File: src/rtl/boot_copy_ctr_if.sv
// Bus bundle for boot_copy_ctr: the control slave port, the boot ROM read
// port and the SRAM write port.
//   slave  : the view used by boot_copy_ctr (answers control accesses,
//            reads the ROM, writes the SRAM)
//   master : the opposite view (CPU/control side, ROM and SRAM models)
// Signal names keep the _i/_o direction as seen from boot_copy_ctr.
interface boot_copy_ctr_if #(
    parameter int DATA_W      = 32,
    parameter int SRAM_ADDR_W = 15,
    parameter int ROM_ADDR_W  = 12
);
    // control slave
    logic                    ctrl_avalid_i;
    logic [DATA_W-1:0]       ctrl_wdata_i;
    logic [DATA_W/8-1:0]     ctrl_wstrb_i;
    logic [DATA_W-1:0]       ctrl_rdata_o;
    logic                    ctrl_rvalid_o;
    logic                    ctrl_ready_o;

    // boot ROM read (word address, data one cycle after rom_en_o)
    logic                    rom_en_o;
    logic [ROM_ADDR_W-3:0]   rom_addr_o;
    logic [DATA_W-1:0]       rom_rdata_i;

    // SRAM write (word address)
    logic                    sram_avalid_o;
    logic [SRAM_ADDR_W-3:0]  sram_addr_o;
    logic [DATA_W-1:0]       sram_wdata_o;
    logic [DATA_W/8-1:0]     sram_wstrb_o;
    logic                    sram_ready_i;

    modport slave (
        input  ctrl_avalid_i, ctrl_wdata_i, ctrl_wstrb_i,
        output ctrl_rdata_o, ctrl_rvalid_o, ctrl_ready_o,
        output rom_en_o, rom_addr_o,
        input  rom_rdata_i,
        output sram_avalid_o, sram_addr_o, sram_wdata_o, sram_wstrb_o,
        input  sram_ready_i
    );

    modport master (
        output ctrl_avalid_i, ctrl_wdata_i, ctrl_wstrb_i,
        input  ctrl_rdata_o, ctrl_rvalid_o, ctrl_ready_o,
        input  rom_en_o, rom_addr_o,
        output rom_rdata_i,
        input  sram_avalid_o, sram_addr_o, sram_wdata_o, sram_wstrb_o,
        output sram_ready_i
    );
endinterface

File: src/rtl/boot_copy_ctr.sv
// boot_copy_ctr: copies BOOT_WORDS words from the boot ROM into the top of
// SRAM, then pulses the CPU reset for RST_CYCLES cycles and releases the CPU.
// A control register in RUN lets software change boot mode (re-pulsing the
// CPU reset) or request a full recopy.
// Ports:
//   clk_i     clock
//   arst_i    asynchronous active-high reset (restarts the copy at word 0)
//   cke_i     clock enable; all state frozen while low
//   boot_o    boot mode flag
//   cpu_rst_o CPU reset, high in every state except RUN
//   bus       control slave / ROM read master / SRAM write master
module boot_copy_ctr #(
    parameter int DATA_W      = 32,
    parameter int SRAM_ADDR_W = 15,
    parameter int ROM_ADDR_W  = 12,
    parameter int BOOT_WORDS  = 2**(ROM_ADDR_W-2),
    parameter int RST_CYCLES  = 8
) (
    input  logic           clk_i,
    input  logic           arst_i,
    input  logic           cke_i,
    output logic           boot_o,
    output logic           cpu_rst_o,
    boot_copy_ctr_if.slave bus
);

    localparam int SRAM_AW = SRAM_ADDR_W - 2;
    localparam int ROM_AW  = ROM_ADDR_W - 2;
    // BOOT_WORDS never exceeds either word space, so the narrower width
    // always holds the word counter.
    localparam int CNT_W   = (SRAM_AW < ROM_AW) ? SRAM_AW : ROM_AW;

    localparam logic [CNT_W-1:0]   CNT_LAST  = CNT_W'(BOOT_WORDS - 1);
    localparam logic [SRAM_AW-1:0] BASE      = SRAM_AW'(2**SRAM_AW - BOOT_WORDS);
    localparam logic [7:0]         RCNT_LAST = 8'(RST_CYCLES - 1);

    typedef enum logic [2:0] {
        ST_RD,
        ST_LD,
        ST_WR,
        ST_RST,
        ST_RUN
    } state_t;

    state_t             state_q, state_d;
    logic [CNT_W-1:0]   cnt_q, cnt_d;
    logic [7:0]         rcnt_q, rcnt_d;
    logic               boot_q, boot_d;
    logic [DATA_W-1:0]  wdata_q, wdata_d;
    logic               rvalid_q, rvalid_d;
    logic [DATA_W-1:0]  rdata_q, rdata_d;

    logic               ctrl_wr;
    logic               ctrl_rd;
    logic               busy;
    logic               rom_en;
    logic               sram_avalid;
    logic [DATA_W/8-1:0] sram_wstrb;

    // only the two low control bits carry meaning
    logic               unused_wdata;
    assign unused_wdata = ^bus.ctrl_wdata_i[DATA_W-1:2];

    assign ctrl_wr = bus.ctrl_avalid_i &  (|bus.ctrl_wstrb_i);
    assign ctrl_rd = bus.ctrl_avalid_i & ~(|bus.ctrl_wstrb_i);
    assign busy    = (state_q != ST_RUN);

    always_ff @(posedge clk_i or posedge arst_i) begin
        if (arst_i) begin
            state_q  <= ST_RD;
            cnt_q    <= '0;
            rcnt_q   <= '0;
            boot_q   <= 1'b1;
            wdata_q  <= '0;
            rvalid_q <= 1'b0;
            rdata_q  <= '0;
        end else if (cke_i) begin
            state_q  <= state_d;
            cnt_q    <= cnt_d;
            rcnt_q   <= rcnt_d;
            boot_q   <= boot_d;
            wdata_q  <= wdata_d;
            rvalid_q <= rvalid_d;
            rdata_q  <= rdata_d;
        end
    end

    always_comb begin
        state_d     = state_q;
        cnt_d       = cnt_q;
        rcnt_d      = rcnt_q;
        boot_d      = boot_q;
        wdata_d     = wdata_q;
        rom_en      = 1'b0;
        sram_avalid = 1'b0;
        sram_wstrb  = '0;

        unique case (state_q)
            ST_RD: begin
                rom_en  = 1'b1;
                state_d = ST_LD;
            end
            ST_LD: begin
                wdata_d = bus.rom_rdata_i;
                state_d = ST_WR;
            end
            ST_WR: begin
                // address/data come straight from registers, so they stay
                // put for as long as the SRAM stalls
                sram_avalid = 1'b1;
                sram_wstrb  = '1;
                if (bus.sram_ready_i) begin
                    if (cnt_q == CNT_LAST) begin
                        cnt_d   = '0;
                        state_d = ST_RST;
                    end else begin
                        cnt_d   = cnt_q + 1'b1;
                        state_d = ST_RD;
                    end
                end
            end
            ST_RST: begin
                if (rcnt_q == RCNT_LAST) begin
                    rcnt_d  = '0;
                    state_d = ST_RUN;
                end else begin
                    rcnt_d  = rcnt_q + 1'b1;
                end
            end
            ST_RUN: begin
                if (ctrl_wr) begin
                    if (bus.ctrl_wdata_i[1]) begin
                        boot_d  = 1'b1;
                        cnt_d   = '0;
                        state_d = ST_RD;
                    end else if (bus.ctrl_wdata_i[0] != boot_q) begin
                        boot_d  = bus.ctrl_wdata_i[0];
                        state_d = ST_RST;
                    end
                end
            end
            default: state_d = ST_RD;
        endcase

        // read status is captured in the request cycle, answered next cycle
        rvalid_d = ctrl_rd;
        rdata_d  = ctrl_rd ? {{(DATA_W-2){1'b0}}, busy, boot_q} : rdata_q;
    end

    assign boot_o            = boot_q;
    assign cpu_rst_o         = busy;

    assign bus.ctrl_ready_o  = 1'b1;
    assign bus.ctrl_rvalid_o = rvalid_q;
    assign bus.ctrl_rdata_o  = rdata_q;

    assign bus.rom_en_o      = rom_en;
    assign bus.rom_addr_o    = ROM_AW'(cnt_q);

    assign bus.sram_avalid_o = sram_avalid;
    assign bus.sram_addr_o   = BASE + SRAM_AW'(cnt_q);
    assign bus.sram_wdata_o  = wdata_q;
    assign bus.sram_wstrb_o  = sram_wstrb;

endmodule

File: src/flat_wrapper.sv
// flat-port wrapper written by rule: the top's interface ports become plain ports
module boot_copy_ctr_flat 
#(
    parameter int DATA_W      = 32,
    parameter int SRAM_ADDR_W = 15,
    parameter int ROM_ADDR_W  = 12,
    parameter int BOOT_WORDS  = 2**(ROM_ADDR_W-2),
    parameter int RST_CYCLES  = 8
)
  (clk_i, arst_i, cke_i, boot_o, cpu_rst_o, bus_ctrl_avalid_i, bus_ctrl_wdata_i, bus_ctrl_wstrb_i, bus_ctrl_rdata_o, bus_ctrl_rvalid_o, bus_ctrl_ready_o, bus_rom_en_o, bus_rom_addr_o, bus_rom_rdata_i, bus_sram_avalid_o, bus_sram_addr_o, bus_sram_wdata_o, bus_sram_wstrb_o, bus_sram_ready_i);
  boot_copy_ctr_if #(.DATA_W(DATA_W), .SRAM_ADDR_W(SRAM_ADDR_W), .ROM_ADDR_W(ROM_ADDR_W)) bus_i ();
  input  logic clk_i;
  input  logic arst_i;
  input  logic cke_i;
  output logic boot_o;
  output logic cpu_rst_o;
  input wire logic [$bits(bus_i.ctrl_avalid_i)-1:0] bus_ctrl_avalid_i;
  input wire logic [$bits(bus_i.ctrl_wdata_i)-1:0] bus_ctrl_wdata_i;
  input wire logic [$bits(bus_i.ctrl_wstrb_i)-1:0] bus_ctrl_wstrb_i;
  output wire logic [$bits(bus_i.ctrl_rdata_o)-1:0] bus_ctrl_rdata_o;
  output wire logic [$bits(bus_i.ctrl_rvalid_o)-1:0] bus_ctrl_rvalid_o;
  output wire logic [$bits(bus_i.ctrl_ready_o)-1:0] bus_ctrl_ready_o;
  output wire logic [$bits(bus_i.rom_en_o)-1:0] bus_rom_en_o;
  output wire logic [$bits(bus_i.rom_addr_o)-1:0] bus_rom_addr_o;
  input wire logic [$bits(bus_i.rom_rdata_i)-1:0] bus_rom_rdata_i;
  output wire logic [$bits(bus_i.sram_avalid_o)-1:0] bus_sram_avalid_o;
  output wire logic [$bits(bus_i.sram_addr_o)-1:0] bus_sram_addr_o;
  output wire logic [$bits(bus_i.sram_wdata_o)-1:0] bus_sram_wdata_o;
  output wire logic [$bits(bus_i.sram_wstrb_o)-1:0] bus_sram_wstrb_o;
  input wire logic [$bits(bus_i.sram_ready_i)-1:0] bus_sram_ready_i;
  assign bus_i.ctrl_avalid_i = bus_ctrl_avalid_i;
  assign bus_i.ctrl_wdata_i = bus_ctrl_wdata_i;
  assign bus_i.ctrl_wstrb_i = bus_ctrl_wstrb_i;
  assign bus_ctrl_rdata_o = bus_i.ctrl_rdata_o;
  assign bus_ctrl_rvalid_o = bus_i.ctrl_rvalid_o;
  assign bus_ctrl_ready_o = bus_i.ctrl_ready_o;
  assign bus_rom_en_o = bus_i.rom_en_o;
  assign bus_rom_addr_o = bus_i.rom_addr_o;
  assign bus_i.rom_rdata_i = bus_rom_rdata_i;
  assign bus_sram_avalid_o = bus_i.sram_avalid_o;
  assign bus_sram_addr_o = bus_i.sram_addr_o;
  assign bus_sram_wdata_o = bus_i.sram_wdata_o;
  assign bus_sram_wstrb_o = bus_i.sram_wstrb_o;
  assign bus_i.sram_ready_i = bus_sram_ready_i;
  boot_copy_ctr #(.DATA_W(DATA_W), .SRAM_ADDR_W(SRAM_ADDR_W), .ROM_ADDR_W(ROM_ADDR_W), .BOOT_WORDS(BOOT_WORDS), .RST_CYCLES(RST_CYCLES)) u_core (.clk_i(clk_i), .arst_i(arst_i), .cke_i(cke_i), .boot_o(boot_o), .cpu_rst_o(cpu_rst_o), .bus(bus_i));
endmodule
File: config.mk
export PLATFORM = sky130hd
export DESIGN_NAME = boot_copy_ctr_flat
export DESIGN_NICKNAME = d
export VERILOG_FILES = /design/src/rtl/boot_copy_ctr_if.sv /design/src/rtl/boot_copy_ctr.sv /design/src/flat_wrapper.sv
export SDC_FILE = /design/constraint.sdc
export NUM_CORES = 1
export LEC_CHECK = 0
export ABC_AREA = 1
export BUFFER_PORTS_ARGS = -buffer_cell sky130_fd_sc_hd__buf_2
export CAP_MARGIN = 25
export CORE_ASPECT_RATIO = 0.75
export CORE_MARGIN = 2
export CORE_UTILIZATION = 40
export CTS_CLUSTER_DIAMETER = 30
export DETAILED_ROUTE_END_ITERATION = 8
export PLACE_DENSITY = 0.77
export SLEW_MARGIN = 20
export SYNTH_ARGS = -nofsm -noshare
export SYNTH_HDL_FRONTEND = slang
export SYNTH_SLANG_ARGS = --single-unit
File: constraint.sdc
create_clock -name clk_i -period 4.2 [get_ports clk_i]
set_input_delay 0 -clock clk_i [delete_from_list [all_inputs] [get_ports clk_i]]
set_output_delay 0 -clock clk_i [all_outputs]
set_load 0.005 [all_outputs]
### Yosys cells after proc, flatten, opt, wreduce, memory -nomap -nowiden

Index checks and enable logic that the tools add are counted.
Widths: inputs -> output; s select.

| word-level totals | value |
|---|---|
| bits in registers | 57 |
| latch bits | 0 |
| RAM bits | 0 |
| bits in read-only memories | 0 |
| input bits | 73 |
| output and inout port bits | 97 |
| logic and storage cells | 54 |
| memories | 0 |

| cells by class | value |
|---|---|
| add/subtract/negate cells | 3 |
| multipliers | 0 |
| div/mod/pow operators | 0 |
| $lt $le $gt $ge | 0 |
| equality and inequality tests | 13 |
| shift operators | 0 |
| mux-type cells | 18 |
| bitwise gates (word level) | 3 |
| reductions and logical operators | 10 |

Operators by type and width:

| cell | count |
|---|---|
| $mux 10 | 4 |
| $pmux 10 s2 | 1 |
| $mux 3 | 5 |
| $pmux 3 s5 | 1 |
| $add 11x11->12 const A | 1 |
| $add 10x1->10 const B | 1 |
| $eq 10x10->1 const B | 1 |
| $reduce_and 5->1 | 2 |
| $add 8x1->8 const B | 1 |
| $eq 8x3->1 const B | 1 |
| $mux 8 | 1 |
| $eq 3x2->1 const B | 2 |
| $reduce_and 2->1 | 3 |
| $mux 1 | 4 |
| $mux 4 | 1 |
| $ne 2x1->1 const B | 2 |
| $ne 2x2->1 const B | 2 |
| $reduce_and 4->1 | 1 |
| $reduce_bool 2->1 | 2 |
| $reduce_or 4->1 | 1 |
| $eq 3x1->1 const B | 1 |
| $eq 3x3->1 const B | 1 |
| $logic_not 3->1 | 1 |
| $ne 3x2->1 const B | 1 |
| 5 further kinds | 6 |

### Logic depth before layout (Yosys ltp)

Gate-level depths: netlist of run 1.

| logic depth | value |
|---|---|
| word-level depth | 5 |
| mapped depth | 10 |
| mapped depth without buffers | 10 |

### Worst setup path before layout of run 1

No wires, ideal clock.

| path | value |
|---|---|
| path kind | register to register |
| from | register u_core.cnt_q[0], in the netlist u_core.bus.rom_addr_o[0] |
| to | register u_core.cnt_q[9], in the netlist u_core.bus.rom_addr_o[9] |
| setup time | 0.113 ns |
| arrival time | 1.315 ns |
| data required time | 4.087 ns |
| slack | 2.773 ns |
| stages on the path, launching flop included | 11 |
| buffers on the path | 0 |
| period minus slack after synthesis | 1.427 ns |
| path through | dfrtp_1 ha_1 nand2_1 nor2_1 nand3_1 nand2_1 inv_1 o21ai_0 nand2_1 nand2_1 inv_1 |

| between the ends | value |
|---|---|
| word-level cells in the longest chain between the ends | 4 |
| elaborated cells between the ends (all ways) | 5 |
| classes of those cells | add/sub (1); eq/ne (1); mux (3) |

RTL lines:

| item | line | RTL |
|---|---|---|
| start: declaration | boot_copy_ctr.sv:46 | `logic [CNT_W-1:0] cnt_q, cnt_d;` |
| start signal: assignment | boot_copy_ctr.sv:79 | `cnt_q <= cnt_d;` |
| $add 10x1->10 or $eq 10x10->1 (tied branches) | boot_copy_ctr.sv:117, boot_copy_ctr.sv:113 |  |
| $mux 10 * | boot_copy_ctr.sv:113 | `if (cnt_q == CNT_LAST) begin` |
| $mux 10 * | boot_copy_ctr.sv:112 | `if (bus.sram_ready_i) begin` |
| $pmux 10 s2 * | boot_copy_ctr.sv:98 | `unique case (state_q)` |

Mark *: on every way between the ends. The rest lies on a longest branch, timed or not. The select of a mux whose other input is x is not followed.
A chain may end at the register's enable or synchronous reset.

### Worst setup path after layout of run 1

| path | value |
|---|---|
| from | register u_core.state_q[0] |
| to | register u_core.wdata_q[4], in the netlist u_core.bus.sram_wdata_o[4] |

| between the ends | value |
|---|---|
| word-level cells in the longest chain between the ends | 2 |

RTL lines:

| item | line | RTL |
|---|---|---|
| start: declaration | boot_copy_ctr.sv:45 | `state_t state_q, state_d;` |
| start signal: assignment | boot_copy_ctr.sv:78 | `state_q <= state_d;` |
| $eq 3x1->1 | boot_copy_ctr.sv:98 |  |
| $reduce_and 2->1 (no line) | n/a |  |
| end signal: assignment | boot_copy_ctr.sv:82 | `wdata_q <= wdata_d;` |
| end: declaration | boot_copy_ctr.sv:49 | `logic [DATA_W-1:0] wdata_q, wdata_d;` |

No other way between the ends.

==> impl_results.md, run 1 <==
* Top cells by area, synth: dfrtp_1, mux2_4, buf_4
* Distinct cell type count after synthesis at 29
* Num Clock Sinks at 57
* Root buf cell: clkbuf_8
* CP Class: reg -> reg
* Clock power share at 21.5%
* Period minus WS final at 1.973 ns
* Crit end category: flip-flop
* DRT antenna net count at 0
* Leakage power at 0.002276 uW
* Asr flop ratio synth at 100.0%
* Max-Cap Viols at 0
* CTS tree: done
* Internal power at 1603 uW
* Number of buffers and inverters on the critical path at 2
* Layout cells sized above 1 at 36.91%
* R2r setup slk at 2.23 ns
* Count leader, synth: nand2_1
* Drt via density at 4.370
* RSZ-0062 raised after global routing: false
* Maximum vdd drop at 0.2558 mV
* Reg-to-reg startpoint: u_core.state_q[0]$_DFFE_PP0P_
* Status: finished clean
* Clock slew at reported path FFs at 0.06 ns
* Startpoint types: flip-flop
* Top Ports at 170
* Clock skew at 0.009690 ns
* Combinational power share at 39.2%
* Worst path cell trace: inv_1 -> nor2_1 -> nand3_2 -> buf_16 -> mux2_4
* Drt total wl at 7092 um
* CP Data Arrival Time at 2.19 ns
* Seq/Total Area, Yosys at 44.62%
* Worst path slowest cell: nand3_2
* Sequential Power Share at 39.2%
* Ant. Diodes at 0
* Ys flop type: dfrtp_1
* # DRC at 0
* FMAX at 0.5069 GHz
* Die width at 107.3 um
* Final setup vio count at 0
* HPWL Detailed at 4670 um
* Max_slew headroom at 51.83%
* Wirelength per Cell at 12.42 um
* Full die area at 8737 um2
* Hold Path Class: in -> reg
* Least-Margin Pin Slew at 0.7226 ns
* Core footprint at 7812 um2
* Layout area overhead at 30.11%
* Skew-Pair Late Insertion Delay at 0.34 ns
* Final period utilization at 46.97%
* Die height at 81.45 um
* Sw Share at 32.72%
* Gr usage total at 16.02%
* CTS H-Tree Depth at 3
* Synth Warn # at 0
* Final Hold Viols at 0
* Hold path start: bus_ctrl_wstrb_i[0]
* Vias in the first global route at 2422
* Port Buffers at 105
* Grt ovf at 0
* Top cell type's share of synthesized area at 43.80%
* Num CTS Buffers at 9
* Switch Pwr at 779.5 uW
* # rows at 28
* Syn_area_per_cell at 9.784 um2
* Cell count after synthesis at 327
* Critical path data required time at 4.41 ns
* Synthesized area at 3199 um2
* Setup crit start: u_core.state_q[0]$_DFFE_PP0P_
* Post-synth EDFFs at 0
* NumNets Final at 536
* Global-route wire length before repair at 10890 um
* Max Root-Sink Buffers at 2
* Crit Path Max Fanout at 18
* Seq cells post-synth at 57
* Pin count of the biggest net entering global routing at 58
* Delay-heaviest family, CP: simple AND/OR/NAND/NOR gates
* Post-synth top area cell: dfrtp_1
* DR vias at 2495
* DRT Pass-1 Iters at 4
* Initial antenna violation count at 0
* GP Congestion at 0.8488
* P per Cell Area at 572.3 nW/um2
* Worst path max stage delay at 0.48 ns
* Tot Pwr at 2382 uW
* 1st-iter DRT viols at 106
* Starting Density at 40.95%
* Max-slew violation count at 0
* Most frequent cells after synthesis: nand2_1, dfrtp_1, buf_4, inv_1, mux2_4
* Setup TNS at 0 ns
[cells in the final DEF, fill, tap and decap left out, types with 4 or more instances in the layout]
master	count
o21ai_0	10
nor3_1	4
nand4_1	6
xor2_1	7
dfrtp_1	56
buf_2	105
inv_1	29
nor2_1	25
nand2_1	61
clkbuf_8	10
dlygate4sd3_1	36
conb_1	34
mux2_4	30
nand3_1	16
[through the flow]
stage | area (um2) | worst slack, ns | utilization (%) | std cells | hold WS [ns]
global placement | 3578 | 1.973 | 45.80 | 518 | 0.2314
CTS | 4163 | 2.184 | 53.28 | 571 | 0.04183
finish | 4163 | 2.227 | 53.28 | 571 | 0.05565
global route | 4163 | 2.103 | 53.28 | 571 | 0.08577
detailed placement | 3606 | 2.229 | 46.16 | 519 | 0.2350
floorplan | 3319 | 2.773 | - | 359 | 0.1485
[final timing paths]
check | endpoint | cells after the start
max | u_core.bus.sram_wdata_o[4]$_DFFE_PP0P_ | 5
min | u_core.bus.ctrl_rvalid_o$_DFFE_PP0P_ | 4
max reg2reg | u_core.bus.sram_wdata_o[4]$_DFFE_PP0P_ | 5
min reg2reg | u_core.bus.ctrl_rvalid_o$_DFFE_PP0P_ | 2
max in group asynchronous | u_core.bus.rom_addr_o[7]$_DFFE_PP0P_ | 4
min in group asynchronous | u_core.bus.sram_wdata_o[21]$_DFFE_PP0P_ | 4
[registers in the layout, summed over array words and instances (netlist names)]
signal / flops
u_core.bus.rom_addr_o: 10
u_core.rcnt_q: 8
u_core.state_q: 3
u_core.bus.ctrl_rdata_o: 2
u_core.bus.sram_wdata_o: 32
u_core.boot_o: 1
u_core.bus.ctrl_rvalid_o: 1
[layout make-up]
type	instances	area (um2)
multi-input cells	218	1366
repair buffers	143	920.9
clock buffers	11	141.4
clock inverters	5	55.05
fillers	699	3650
inverters	32	120.1
flip-flops and latches	57	1428
well taps	105	131.4
[logic make-up (layout without fill, tap and decap cells)]
logic type	Yosys count	count (layout)	share of synthesized area, %
DFF	57	57	44.62
adders and majority gates	2	2	0.7820
AOI/OAI and AO/OA	17	17	3.207
xor gates and xnor gates	8	8	2.190
and+or+nand+nor	124	124	17.40
muxes	33	33	15.13
other	2	34	0.2347
buffers and inverters	84	191	16.43
[what timing repair did]
| item | 4_1_cts | 5_1_grt |
|---|---|---|
| hold endpoints to repair | 89 | 0 |
| hold buffers | 36 | 0 |
| gates resized for setup | 0 | 0 |
| setup buffers | 0 | 0 |
[worst reg2reg max path, stage by stage (launching register included)]
cell and delay, ns:
dfrtp_1 0.42, inv_1 0.10, nor2_1 0.16, nand3_2 0.48, buf_16 0.38, mux2_4 0.31
[power by group through the flow]
| stage | Combinational (uW) | Sequential, uW | Clock [uW] |
|---|---|---|---|
| 3_5_place_dp | 912 | 935 | 0 |
| 2_1_floorplan | 643 | 933 | 0 |
| 4_1_cts | 945 | 930 | 528 |
| 3_3_place_gp | 885 | 921 | 0 |
| 5_1_grt | 1040 | 966 | 555 |
| 6_report | 934 | 935 | 513 |
[metal layers]
metal  up-vias  wire length (um)  global-route usage, %
li1       1238                 -                      -
met1      1176              3011                  18.54
met2        72              3657                  28.48
met3         9               356                  5.635
met4         0                67                  4.416
met5         -                 0                      0
Power figures use the tool's default switching activity.
==> run 2, diff against run 1 <==
ABC_AREA = 0   (was 1)
PLACE_DENSITY = 0.81   (was 0.77)
clock period = 1.76 ns   (was 4.2 ns; I/O delays follow)
==> run 2 against run 1 <==
Net effect:
- fmax rose by 19%
- clock skew rose by 0.0046 ns
- area after synthesis fell by 5.0%
- final cell count fell by 8.2%
- core utilization rose by 3.4 points
- non-clock buffer count rose by 15
- highest routed layer unchanged
- worst setup slack got worse by 2.1 ns
- clock-buffer cell count did not move
- sequential share of layout area fell by 0.052 points
- via count fell by 1.4%
- die area fell by 4.8%
==> impl_results.md, run 2 <==
* Post-CTS Setup Bufs at 0 (unchanged)
* CTS tree: done (unchanged)
* Final Hold Viols at 0 (unchanged)
* Syn_area_per_cell at 11.14 um2 (was 9.784 um2)
* Startpoint types: flip-flop (unchanged)
* Hold Path Class: in -> reg (unchanged)
* Crit end category: flip-flop (unchanged)
* Skew-Pair Late Insertion Delay at 0.34 ns (about the same)
* Max-slew violation count at 0 (unchanged)
* Top Ports at 170 (unchanged)
* Max Root-Sink Buffers at 2 (unchanged)
* Drt total wl at 7159 um (was 7092 um)
* Synthesized area at 3040 um2 (was 3199 um2)
* Clock skew at 0.01434 ns (was 0.009690 ns)
* Top cell type's share of synthesized area at 46.09% (was 43.80%)
* Num CTS Buffers at 9 (unchanged)
* Die width at 104.7 um (was 107.3 um)
* Most frequent cells in the layout: buf_2, dfrtp_1, dlygate4sd3_1, conb_1, mux2_2 (was buf_2, nand2_1, dfrtp_1, dlygate4sd3_1, conb_1)
* Seq/Total Area, Yosys at 46.95% (was 44.62%)
* Count leader, synth: dfrtp_1 (was nand2_1)
* Post-synth top area cell: dfrtp_1 (unchanged)
* Cell count after synthesis at 273 (was 327)
* Port Buffers at 105 (unchanged)
* Maximum vdd drop at 0.5919 mV (was 0.2558 mV)
* DRT antenna net count at 0 (unchanged)
* Least-Margin Pin Slew at 0.5369 ns (was 0.7226 ns)
* Placed Area at 3560 um2 (was 3606 um2)
* Period minus WS final at 1.660 ns (was 1.973 ns)
* DRT Pass-1 Iters at 4 (unchanged)
* Final period utilization at 94.32% (was 46.97%)
* Full die area at 8322 um2 (was 8737 um2)
* Global-route wire length before repair at 11430 um (was 10890 um)
* # rows at 27 (was 28)
* GP Congestion at 0.8585 (was 0.8488)
* # DRC at 0 (unchanged)
* Max-Cap Viols at 0 (unchanged)
* Leakage power at 0.001996 uW (was 0.002276 uW)
* Synth Warn # at 0 (unchanged)
* Num Clock Sinks at 57 (unchanged)
* 1st-iter DRT viols at 157 (was 106)
* CP Data Arrival Time at 1.87 ns (was 2.19 ns)
* Distinct cell type count after synthesis at 57 (was 29)
* Vias in the first global route at 2395 (was 2422)
* Final setup vio count at 0 (unchanged)
* P per Cell Area at 1342 nW/um2 (was 572.3 nW/um2)
* Asr flop ratio synth at 100.0% (unchanged)
* Ant. Diodes at 0 (unchanged)
* CP Class: reg -> reg (unchanged)
* RSZ-0062 raised after global routing: false (unchanged)
* Core footprint at 7365 um2 (was 7812 um2)
* Die height at 79.51 um (was 81.45 um)
* Grt ovf at 0 (unchanged)
* Seq cells post-synth at 57 (unchanged)
* Starting Density at 41.28% (was 40.95%)
* Wirelength per Cell at 13.66 um (was 12.42 um)
* DR vias at 2461 (was 2495)
* Pin count of the biggest net entering global routing at 39 (was 58)
* Most frequent cells after synthesis: dfrtp_1, buf_4, mux2_2, nand2_1, inv_1 (was nand2_1, dfrtp_1, buf_4, inv_1, mux2_4)
* Status: finished clean (unchanged)
* Gr usage total at 17.44% (was 16.02%)
* Most common cell after layout, fill and taps aside: buf_2 (unchanged)
* Top cells by area, synth: dfrtp_1, buf_4, mux2_2 (was dfrtp_1, mux2_4, buf_4)
* Critical path data required time at 1.97 ns (was 4.41 ns)
* Crit Path Max Fanout at 6 (was 18)
* Layout cells sized above 1 at 44.21% (was 36.91%)
* Design Area, Final at 4173 um2 (was 4163 um2)
* Drt via density at 4.697 (was 4.370)
* Post-synth EDFFs at 0 (unchanged)
* HPWL Detailed at 4932 um (was 4670 um)
* NumNets Final at 493 (was 536)
* Clock slew at reported path FFs at 0.07 ns (was 0.06 ns)
* Initial antenna violation count at 0 (unchanged)
* Fin util at 56.66% (was 53.28%)
* Max FFs per register at 32 (unchanged)
* Layout area overhead at 37.24% (was 30.11%)
* Root buf cell: clkbuf_8 (unchanged)
* CTS H-Tree Depth at 3 (unchanged)
* Max_slew headroom at 63.81% (was 51.83%)
* FMAX at 0.6024 GHz (was 0.5069 GHz)
* Ys flop type: dfrtp_1 (unchanged)
## run 2: per-layer routing
| layer | vias up | track usage, % | routed length, um |
|---|---|---|---|
| met5 | - | 0 | 0 |
| met4 | 0 | 8.000 | 120 |
| met3 | 11 | 4.245 | 437 |
| met2 | 94 | 28.56 | 3478 |
| met1 | 1170 | 22.07 | 3123 |
| li1 | 1186 | - | - |
## run 2: layout make-up
class / count / area, um2
clock inverters: 5 / 102.6
well taps: 101 / 126.4
flip-flops and latches: 57 / 1429
repair buffers: 158 / 1036
multi-input cells: 182 / 1300
fillers: 630 / 3192
inverters: 10 / 37.54
clock buffers: 11 / 141.4
## run 2: through the flow
step / power, uW / setup TNS, ns / setup WS (ns) / cells / hold WS [ns]
after detailed placement: 4064 / -0.01713 / -0.01713 / 473 / 0.05671
after global routing: 5976 / 0 / 0.005589 / 524 / 0.04945
after floorplan: 3326 / 0 / 0.02578 / 305 / 0.1347
after CTS: 5646 / 0 / 0.05950 / 524 / 0.01891
final: 5600 / 0 / 0.1000 / 524 / 0.04182
after global placement: 3961 / 0 / 0.02075 / 473 / 0.04200
## run 2: where the power goes
group,internal (uW),switching [uW],total (uW)
Combinational,1130,830,1960
Sequential,1800,347,2150
Clock,977,513,1490
Total,3910,1690,5600
## run 2: timing repair
item / CTS / global route
pin swaps: 0 / 0
endpoints found under the hold margin: 52 / 0
gates resized for setup: 1 / 4
endpoints found under the setup margin: 1 / 8
hold buffers: 35 / 0
## run 2: worst max-delay path, cell delays in order, from the launching register on
cell	delay (ns)
dfrtp_1	0.44
buf_4	0.18
o41ai_2	0.51
buf_4	0.21
a211oi_1	0.04
a2bb2oi_1	0.15
## run 2: path summary, 6_finish.rpt
kind / startpoint / slack [ns] / cells past startpoint / to
worst max-delay path: u_core.state_q[2]$_DFFE_PP0P_ / 0.10 / 5 / u_core.state_q[1]$_DFFE_PP0P_
worst min-delay path: bus_ctrl_wdata_i[1] / 0.04 / 3 / u_core.boot_o$_DFFE_PP1P_
worst max register to register: u_core.state_q[2]$_DFFE_PP0P_ / 0.10 / 5 / u_core.state_q[1]$_DFFE_PP0P_
worst min register to register: u_core.bus.ctrl_rvalid_o$_DFFE_PP0P_ / 0.48 / 1 / u_core.bus.ctrl_rvalid_o$_DFFE_PP0P_
max in group asynchronous: arst_i / 0.98 / 4 / u_core.bus.sram_wdata_o[22]$_DFFE_PP0P_
min in group asynchronous: arst_i / 0.23 / 3 / u_core.bus.ctrl_rdata_o[1]$_DFFE_PP0P_
## run 2: logic make-up (layout without fill, tap and decap cells)
kind of cell	Yosys count	count (layout)	synth area share (%)
fa+ha+maj	2	2	0.8229
compound gates	39	39	9.548
simple gates	66	66	12.72
flops	57	57	46.95
buf+inv	66	184	15.02
mux	35	35	12.96
other cells	2	34	0.2470
xor+xnor	6	6	1.729
